$ cat config.mk
export PLATFORM = sky130hd
export DESIGN_NAME = tile_skew_feeder
export DESIGN_NICKNAME = d
export VERILOG_FILES = /design/src/rtl/tile_skew_feeder.sv
export SDC_FILE = /design/constraint.sdc
export NUM_CORES = 1
export LEC_CHECK = 0
export BUFFER_PORTS_ARGS = -buffer_cell sky130_fd_sc_hd__buf_2
export CAP_MARGIN = 40
export CORE_MARGIN = 8
export CORE_UTILIZATION = 48
export CTS_CLUSTER_SIZE = 20
export DETAILED_ROUTE_END_ITERATION = 6
export HOLD_SLACK_MARGIN = 0.12
export PLACE_DENSITY = 0.73
export SKIP_CTS_REPAIR_TIMING = 1
export SLEW_MARGIN = 5
export SYNTH_ARGS = -nofsm -noshare
export SYNTH_HDL_FRONTEND = slang
export SYNTH_SLANG_ARGS = --single-unit
$ cat constraint.sdc
create_clock -name clk -period 2.5 [get_ports clk]
set_clock_uncertainty 0.1 [all_clocks]
set_input_delay 0.125 -clock clk [delete_from_list [all_inputs] [get_ports clk]]
set_output_delay 0.125 -clock clk [all_outputs]
set_load 0.05 [all_outputs]
$ cat src/rtl/tile_skew_feeder.sv
// Pops packed activation tiles from the upstream FIFO and feeds them to the systolic
// array west edge with a triangular skew (lane i delayed i cycles). Optional: TILE_FEEDER_STATS_EN.
module tile_skew_feeder #(
  parameter int WIDTH           = 16,
  parameter int LANES           = 16,
  parameter int MAX_INPUT_TILES = 4
) (
  input  logic                   clk,
  input  logic                   reset,
  input  logic                   start,
  input  logic [3:0]             num_input_tiles,
  input  logic                   fifo_empty,
  input  logic [WIDTH*LANES-1:0] fifo_tile,
  output logic                   fifo_read,
  output logic [WIDTH*LANES-1:0] act_out,
  output logic [LANES-1:0]       act_valid,
`ifdef TILE_FEEDER_STATS_EN
  output logic [15:0]            stall_count,
`endif
  output logic                   busy,
  output logic                   done,
  output logic                   err
);

  typedef enum logic [1:0] {IDLE, STREAM, DRAIN, DONE} state_t;

  localparam int              DRN_W    = $clog2(LANES + 1);
  localparam logic [3:0]      MAX_T    = 4'(MAX_INPUT_TILES);
  localparam logic [DRN_W-1:0] DRN_INIT = DRN_W'(LANES - 1);

  state_t           state, state_n;
  logic [3:0]       rem, rem_n;
  logic [DRN_W-1:0] drn, drn_n;
  logic             err_n;
  logic             legal;

  assign legal = (num_input_tiles != 4'd0) && (num_input_tiles <= MAX_T);
  assign busy  = (state == STREAM) || (state == DRAIN);
  assign done  = (state == DONE);

  always_comb begin
    state_n   = state;
    rem_n     = rem;
    drn_n     = drn;
    err_n     = 1'b0;
    fifo_read = 1'b0;
    case (state)
      IDLE: begin
        if (start) begin
          if (legal) begin
            rem_n   = num_input_tiles;
            state_n = STREAM;
          end else begin
            err_n = 1'b1;
          end
        end
      end
      STREAM: begin
        fifo_read = !fifo_empty && (rem != 4'd0);
        if (fifo_read) begin
          rem_n = rem - 4'd1;
          if (rem == 4'd1) begin
            state_n = DRAIN;
            drn_n   = DRN_INIT;
          end
        end
      end
      DRAIN: begin
        if (drn == '0) state_n = DONE;
        else           drn_n   = drn - DRN_W'(1);
      end
      DONE:    state_n = IDLE;
      default: state_n = IDLE;
    endcase
  end

  always_ff @(posedge clk or negedge reset) begin
    if (!reset) begin
      state <= IDLE;
      rem   <= '0;
      drn   <= '0;
      err   <= 1'b0;
    end else begin
      state <= state_n;
      rem   <= rem_n;
      drn   <= drn_n;
      err   <= err_n;
    end
  end

`ifdef TILE_FEEDER_STATS_EN
  always_ff @(posedge clk or negedge reset) begin
    if (!reset) begin
      stall_count <= '0;
    end else if ((state == IDLE) && start && legal) begin
      stall_count <= '0;
    end else if ((state == STREAM) && fifo_empty && (rem != 4'd0) && (stall_count != 16'hFFFF)) begin
      stall_count <= stall_count + 16'd1;
    end
  end
`endif

  // Skew pipe: lane i is an (i+1)-deep shift register; bubbles shift zeros so no stale data escapes.
  for (genvar i = 0; i < LANES; i++) begin : g_lane
    logic [WIDTH-1:0] skew_p [0:i];
    logic [i:0]       vld_p;

    always_ff @(posedge clk or negedge reset) begin
      if (!reset) begin
        for (int k = 0; k <= i; k++) skew_p[k] <= '0;
        vld_p <= '0;
      end else begin
        skew_p[0] <= fifo_read ? fifo_tile[WIDTH*(LANES-i)-1 -: WIDTH] : '0;
        vld_p[0]  <= fifo_read;
        for (int k = 1; k <= i; k++) begin
          skew_p[k] <= skew_p[k-1];
          vld_p[k]  <= vld_p[k-1];
        end
      end
    end

    assign act_out[WIDTH*(LANES-i)-1 -: WIDTH] = skew_p[i];
    assign act_valid[i]                        = vld_p[i];
  end

endmodule

-- After elaboration in Yosys (flattened, before gate mapping)
Index checks and enable logic that the tools add are counted.
- memories: 0
- memory bits (read-only): 0
- output and inout bits: 276
- bits in writable memories: 0
- bits of input ports: 264
- flip-flop bits (word level): 2324
- logic and storage cells: 216
- latch bits: 0
- shift operators: 0
- add/subtract/negate cells: 2
- equality and inequality tests: 10
- $mul: 0
- multiplexer cells: 34
- reductions and logical operators: 13
- magnitude comparators: 1
- bitwise gates (word level): 0
- div/mod/pow operators: 0
- operator list (cell ; number):
    $mux W16 ; 16
    $mux W5 ; 3
    $mux W4 ; 3
    $mux W2 ; 5
    $pmux W5 S2 ; 1
    $pmux W2 S4 ; 1
    $pmux W4 S2 ; 1
    $reduce_and A4 Y1 ; 2
    $reduce_bool A4 Y1 ; 2
    $ne A2 B1 Y1 const B ; 3
    $ne A2 B2 Y1 const B ; 3
    $logic_not A5 Y1 ; 1
    $reduce_and A5 Y1 ; 1
    $sub A5 B1 Y5 const B ; 1
    $eq A2 B2 Y1 const B ; 2
    $eq A4 B1 Y1 const B ; 1
    $le A4 B3 Y1 const B ; 1
    $mux W1 ; 4
    $reduce_bool A2 Y1 ; 2
    $sub A4 B1 Y4 const B ; 1
    $eq A2 B1 Y1 const B ; 1
    $logic_and A1 B1 Y1 ; 2
    $logic_not A2 Y1 ; 1
    $logic_not A1 Y1 ; 1
    $logic_or A1 B1 Y1 ; 1

-- Longest topological paths before layout
Gate-level depths: netlist of run 1.
- depth in word-level cells: 5
- depth in mapped cells: 8

-- Worst setup path before layout of run 1
Ideal clock, no wire load.
- path type: register to register
- start point: register rem[0]
- end point: register rem[1]
- cell stages (with the launch flop): 8
- path buffers: 1
- period minus slack after synthesis: 1.893 ns
- slack: 0.607 ns
- arrival time: 1.713 ns
- cell sequence: dfrtp_1 > inv_1 > ha_1 > or3b_1 > buf_2 > and2_4 > o21ai_2 > mux2i_1
- longest elaborated chain between the ends: 4
- elaborated cells on any way between the ends: 7
- RTL lines (element ; RTL line ; source):
    start: declaration ; 32 ; logic [3:0] rem, rem_n;
    start signal: assignment ; 85 ; rem <= rem_n;
    branches (longest 4 deep; another with $sub A4 B1 Y4) ; -- ;
Several ways; the timed one is not identified. The select of a mux whose other input is x is not followed.
A chain may end at the register's enable or synchronous reset.

-- Worst setup path after layout of run 1
- start point: register rem[0]
- end point: register g_lane[2].skew_p[33] (netlist name)
- longest elaborated chain between the ends: 4
- RTL lines (element ; RTL line ; source):
    $reduce_bool A4 Y1 ; 59 ; fifo_read = !fifo_empty && (rem != 4'd0);
    $logic_and A1 B1 Y1 ; 59 ;
    $mux W1 ; 47 ; case (state)
    $mux W16 ; 113 ; skew_p[0] <= fifo_read ? fifo_tile[WIDTH*(LANES-i)-1 -: WIDTH] : '0;
    end signal: indexed assignment ; 116 ; skew_p[k] <= skew_p[k-1];
    end: declaration ; 105 ; logic [WIDTH-1:0] skew_p [0:i];
Every way passes these cells.

==> results.md, run 1 <==
- Hold path startpoint: fifo_tile[50]
- Max-slew violations: 0
- Final setup violation count: 0
- FF-to-FF End: g_lane[2].skew_p[33]
- Bufs on Longest Clock Path: 3
- Synth Net Count: 3,113
- Pre-antenna DRT Iters: 7
- Mapped Area: 59,300 um2
- Post-route ant nets: 0
- Syn Area/Cell: 20.9 um2
- Global placement routability congestion: 0.814
- Multi-input gate area: 2140 um2
- Most frequent cells in the layout: 2,203 x dfrtp_1, 537 x dlygate4sd3_1, 537 x buf_2, 256 x and3_1, 202 x clkbuf_16
- Seq/Total Area, Yosys: 92.9%
- TritonCTS clock tree: done
- Starting Density: 48.2%
- Core Box Area: 123,000 um2
- R2R depth: 6
- GRT Total Usage: 16.6%
- Status: finished, final reports clean
- YS warnings: 0
- DRC errors left: 0
- Die X-Extent: 368 um
- Largest net degree at the start of global routing: 102
- Critical Path AT: 3.05 ns
- Post-Layout Cell Count: 5,734
- Maximum vdd ir drop: 0.793 mV
- Fin Setup TNS: 0 ns
- Vias/cell: 4.56
- Worst R2R Start: rem[0]
- Fin crit period: 2.47 ns
- Crit Path Class: flip-flop to flip-flop
- Total wire length: 131 mm
- Post-Synthesis Cells: 2,840
- DIE HEIGHT: 368 um
- Max cap viols: 0
- First-pass GRT wire length: 169 mm
- Worst-Skew Late Latency: 0.79 ns
- Placed cell areas: 63,300 um2
- Worst Tran Pin Value: 0.651 ns
- R2r setup slk: 0.03 ns
- Crit path required time: 3.08 ns
- CTS Sinks: 2,204
- CTS Buf Count: 198
- Final instance area: 75,600 um2
- Post-DP HPWL: 64.4 mm
- Io pins: 540
- # port buffers: 539
- Netlist cell types: 41
- Via count: 26,153
- Clock-pin slew on the worst setup and hold paths: 0.07 ns
- Tcrit/Tclk final: 98.8%
- Inst Count DP: 4,804
- Fin nets: 4,184
- Die area: 135,000 um2
- Leakage: 40.8 nW
- Hold/Removal Path Class: input port to flip-flop
- Max transition margin: 55.5%
- Layout area overhead: 27.3%
- Layout Utilization: 61.4%
- Drt wl/cell: 22.9 um
- CTS Root Cell: clkbuf_16
- CP endpoint kind: flip-flop
- Crit-path max FO: 12
- First DRT Iteration DRCs: 1,544
- Commonest non-fill, non-tap cell in the layout: dfrtp_1
- Hold WS: 0.147 ns
- Hold path cells: 3
- Share of cells above drive strength 1: 23.5%
- Hold endpoint: g_lane[12].skew_p[194]
- Reg area: 55,200 um2
- Final hold viol count: 0
- # H-tree levels: 4
- Fmax: 0.405 GHz
- Pwr dens: 1090 nW/um2
- Worst Setup Start Kind: flip-flop
- Site Rows: 129
- Initial antenna violation count: 20
- Number of synthesized register bits: 2,204
- Number of global-route vias before repair: 27,283
- Gr ovfl total: 0
- Fillcell total: 8,015
worst max-delay path by stage:
stage                      start              endpoint  slack [ns]  cells past startpoint
after floorplan           rem[0]                rem[1]        0.61                      7
after global placement    rem[0]                rem[1]        0.33                      6
after detailed placement  rem[0]                rem[1]        0.29                      6
after CTS                 rem[0]             fifo_read       -0.48                      5
after global routing      rem[0]             fifo_read       -0.05                      5
final                     rem[0]  g_lane[2].skew_p[33]        0.03                      6
cell type report:
cell class | instances | area share [%]
Clock buffer | 315 | 8.02
Multi-Input combinational cell | 327 | 2.84
Inverter | 9 | 0.0447
Tap cell | 1637 | 2.71
Timing Repair Buffer | 1171 | 12.4
Sequential cell | 2204 | 73.0
Clock inverter | 55 | 0.972
Antenna cell | 16 | 0.0530
routing by layer:
layer  track usage (%)  up-vias  routed length, um
met5                 0        -                 70
met4              7.13       10               6070
met3              5.19      352               6400
met2              28.9      773              72500
met1              19.0    14064              46100
li1                  -    10954                  -
through the flow:
stage	power [W]	worst slack (ns)
after CTS	0.0817	-0.484
after global routing	0.0853	-0.0500
after global placement	0.0497	0.329
after floorplan	0.0475	0.607
after detailed placement	0.0503	0.292
final	0.0823	0.0302
registers in the layout (all words and copies together) (netlist names):
register / flops
g_lane.skew_p: 1936
act_out: 240
g_lane.vld_p: 16
drn: 5
rem: 4
state: 2
err: 1
Yosys cell counts (all sizes together):
cell type  number  share of area, %
a2111oi         1             0.015
a21boi          2             0.025
a21o            1             0.013
a21oi           4             0.034
a2bb2oi         1             0.015
a31oi           1             0.011
and2            1             0.015
and3          256               2.7
buf           248               3.1
clkbuf         53              0.34
dfrtp        2204                93
ha              9              0.19
inv             9             0.057
mux2            1             0.019
mux2i           2             0.034
nand2           5             0.032
nand2b          1             0.011
nand3b          2             0.025
nand4           1             0.011
nor2            6             0.038
nor2b           3             0.032
nor3            5             0.051
nor4            1             0.011
o211a           1             0.017
o211ai          2             0.025
o21a            1             0.013
o21ai          10             0.097
o311a           1             0.017
o31a            1             0.015
o31ai           2             0.025
o41a            1             0.019
o41ai           1             0.015
or3b            2             0.030
or4             1             0.013
critical path, cell delays in order (launching register included):
cell and delay [ns]:
dfrtp_2 0.44, inv_2 0.11, ha_4 0.15, buf_4 0.15, or3b_2 0.59, and3_1 0.24
dlygate4sd3_1 0.58
power breakdown:
| part | switching (W) | total, W | internal, W |
|---|---|---|---|
| clock | 0.0134 | 0.0312 | 0.0178 |
| combinational | 0.00558 | 0.00784 | 0.00226 |
| sequential | 0.00225 | 0.0433 | 0.0410 |
cells by family after synthesis:
family	count (synthesis)	synth area share (%)
AO/OA/AOI/OAI	30	0.354
adder cells (fa/ha/maj)	9	0.190
buffers and inverters	310	3.50
flip-flops	2204	92.9
multiplexers	3	0.0527
AND/OR/NAND/NOR	284	2.96
Power figures use the tool's default switching activity.
==> run 2, diff against run 1 <==
--- a/config.mk
+++ b/config.mk
@@ -7,6 +7,7 @@
 export LEC_CHECK = 0
 export BUFFER_PORTS_ARGS = -buffer_cell sky130_fd_sc_hd__buf_2
 export CAP_MARGIN = 40
+export CORE_ASPECT_RATIO = 1.2
 export CORE_MARGIN = 8
 export CORE_UTILIZATION = 48
 export CTS_CLUSTER_SIZE = 20
==> results.md, run 2 (synthesis results as in run 1) <==
- Max FFs per register: 1,936 (unchanged)
- Fin nets: 4,144 (was 4,184)
- Io pins: 540 (unchanged)
- Die area: 135,000 um2 (about the same)
- Worst Tran Pin Value: 0.866 ns (was 0.651 ns)
- Worst-Skew Late Latency: 0.80 ns (was 0.79 ns)
- FF-to-FF End: rem[0] (was g_lane[2].skew_p[33])
- Vias/cell: 4.52 (was 4.56)
- R2r setup slk: 0.14 ns (was 0.03 ns)
- Hold/Removal Path Class: input port to flip-flop (unchanged)
- Global placement routability congestion: 0.805 (was 0.814)
- Initial antenna violation count: 30 (was 20)
- Fmax: 0.416 GHz (was 0.405 GHz)
- Bufs on Longest Clock Path: 3 (unchanged)
- Starting Density: 48.3% (was 48.2%)
- Critical Path End: fifo_read (was g_lane[2].skew_p[33])
- Maximum vdd ir drop: 1.46 mV (was 0.793 mV)
- Fin Setup TNS: 0 ns (unchanged)
- Top reg by flops: g_lane.skew_p (unchanged)
- Max incr delay on CP: 0.44 ns (was 0.59 ns)
- Fillcell total: 8,136 (was 8,015)
- DRC errors left: 0 (unchanged)
- Post-route ant nets: 0 (unchanged)
- Number of global-route vias before repair: 27,130 (was 27,283)
- CTS Sinks: 2,204 (unchanged)
- Max transition margin: 42.3% (was 55.5%)
- # port buffers: 539 (unchanged)
- CP endpoint kind: output pin (was flip-flop)
- Final setup violation count: 0 (unchanged)
- Crit. Startpoint: rem[0] (unchanged)
- Share of cells above drive strength 1: 23.3% (was 23.5%)
- Layout area overhead: 26.3% (was 27.3%)
- First-pass GRT wire length: 166 mm (was 169 mm)
- Drt wl/cell: 21.8 um (was 22.9 um)
- First DRT Iteration DRCs: 1,428 (was 1,544)
- Status: finished, final reports clean (unchanged)
- Total wire length: 124 mm (was 131 mm)
- Crit path required time: 2.28 ns (was 3.08 ns)
- Gr ovfl total: 0 (unchanged)
- Crit Path Class: flip-flop to output pin (was flip-flop to flip-flop)
- Die X-Extent: 337 um (was 368 um)
- Worst Setup Start Kind: flip-flop (unchanged)
- Tcrit/Tclk final: 96.3% (was 98.8%)
- Max cap viols: 0 (unchanged)
- Overall power: 0.0810 W (was 0.0823 W)
- Final hold viol count: 0 (unchanged)
- TritonCTS clock tree: done (unchanged)
- Hold WS: 0.139 ns (was 0.147 ns)
- Max-slew violations: 0 (unchanged)
- Via count: 25,795 (was 26,153)
- GRT Total Usage: 16.3% (was 16.6%)
- Core Box Area: 123,000 um2 (about the same)
- Critical Path AT: 2.18 ns (was 3.05 ns)
- DIE HEIGHT: 401 um (was 368 um)
- Worst-path cell chain: inv_2 > ha_4 > or3b_4 > and2_4 > buf_6 (was inv_2 > ha_4 > buf_4 > or3b_2 > and3_1 > dlygate4sd3_1)
- Site Rows: 141 (was 129)
- Met3 Wirelength: 6.71 mm (was 6.40 mm)
- Pre-antenna DRT Iters: 6 (was 7)
- Commonest non-fill, non-tap cell in the layout: dfrtp_1 (unchanged)
- Clock-pin slew on the worst setup and hold paths: 0.07 ns (about the same)
- Largest net degree at the start of global routing: 171 (was 102)
- CTS Buf Count: 190 (was 198)
- M1 WL: 45.6 mm (was 46.1 mm)
- Worst R2R Start: rem[0] (unchanged)
- Fin crit period: 2.41 ns (was 2.47 ns)
- CTS Root Cell: clkbuf_16 (unchanged)
- Leakage: 40.5 nW (was 40.8 nW)
- # H-tree levels: 4 (unchanged)
- Crit-path max FO: 4 (was 12)
- Slowest cell on crit path: dfrtp_2 (was or3b_2)
- Most frequent cells in the layout: 2,203 x dfrtp_1, 537 x buf_2, 525 x dlygate4sd3_1, 256 x and3_1, 198 x clkbuf_16 (was 2,203 x dfrtp_1, 537 x dlygate4sd3_1, 537 x buf_2, 256 x and3_1, 202 x clkbuf_16)
- Pwr dens: 1080 nW/um2 (was 1090 nW/um2)
- Top layer reached by signal wires: met5 (unchanged)
- Post-DP HPWL: 62.9 mm (was 64.4 mm)
- Routed wl met2: 67.1 mm (was 72.5 mm)
- R2R depth: 7 (was 6)
==> run 2: worst min path at each step <==
stage / end / start / depth (start not counted)
floorplan: act_out[0] / reset / 0
global placement: g_lane[15].skew_p[244] / reset / 1
detailed placement: g_lane[15].skew_p[244] / reset / 1
CTS: g_lane[14].skew_p[238] / reset / 1
global route: g_lane[8].skew_p[141] / fifo_tile[125] / 3
finish: g_lane[9].skew_p[145] / fifo_tile[97] / 3
==> run 2: cell type report <==
cell class	instances	area [um2]	share of cell area, %
inverters	9	33.8	0.0451
well taps	1644	2060	2.74
diodes	26	65.1	0.0868
clock buffers	283	5690	7.60
clock inverters	74	870	1.16
repair buffers	1140	8920	11.9
multi-input cells	326	2150	2.87
flip-flops and latches	2204	55200	73.6
==> run 2: worst max-delay path, delay by kind of cell (launching register included) <==
kind / cells / cell delay (ns)
and+or+nand+nor: 2 / 0.57
DFF: 1 / 0.44
buffers and inverters: 2 / 0.24
adders and majority gates: 1 / 0.14
==> run 2: through the flow <==
stage / util, % / std cells / area [um2] / worst slack (ns)
after global placement: 51.2 / 4793 / 63000 / 0.430
after CTS: 56.6 / 5150 / 69500 / -0.372
after floorplan: - / 2840 / 59300 / 0.607
after detailed placement: 51.2 / 4793 / 63000 / 0.333
final: 60.9 / 5706 / 74900 / 0.0935
after global routing: 60.9 / 5699 / 74900 / -0.00708
==> run 2: report_power, final <==
| part | total (W) | switching (W) | leakage, nW | internal (W) |
|---|---|---|---|---|
| Sequential | 0.0432 | 0.00216 | 30.3 | 0.0410 |
| Clock | 0.0303 | 0.0131 | 3.21 | 0.0172 |
| Combinational | 0.00754 | 0.00545 | 6.98 | 0.00210 |
==> run 2: layer usage <==
metal	vias up	track usage (%)
met3	294	5.18
met5	-	0
met1	13865	19.0
met4	4	6.54
li1	10869	-
met2	763	28.1
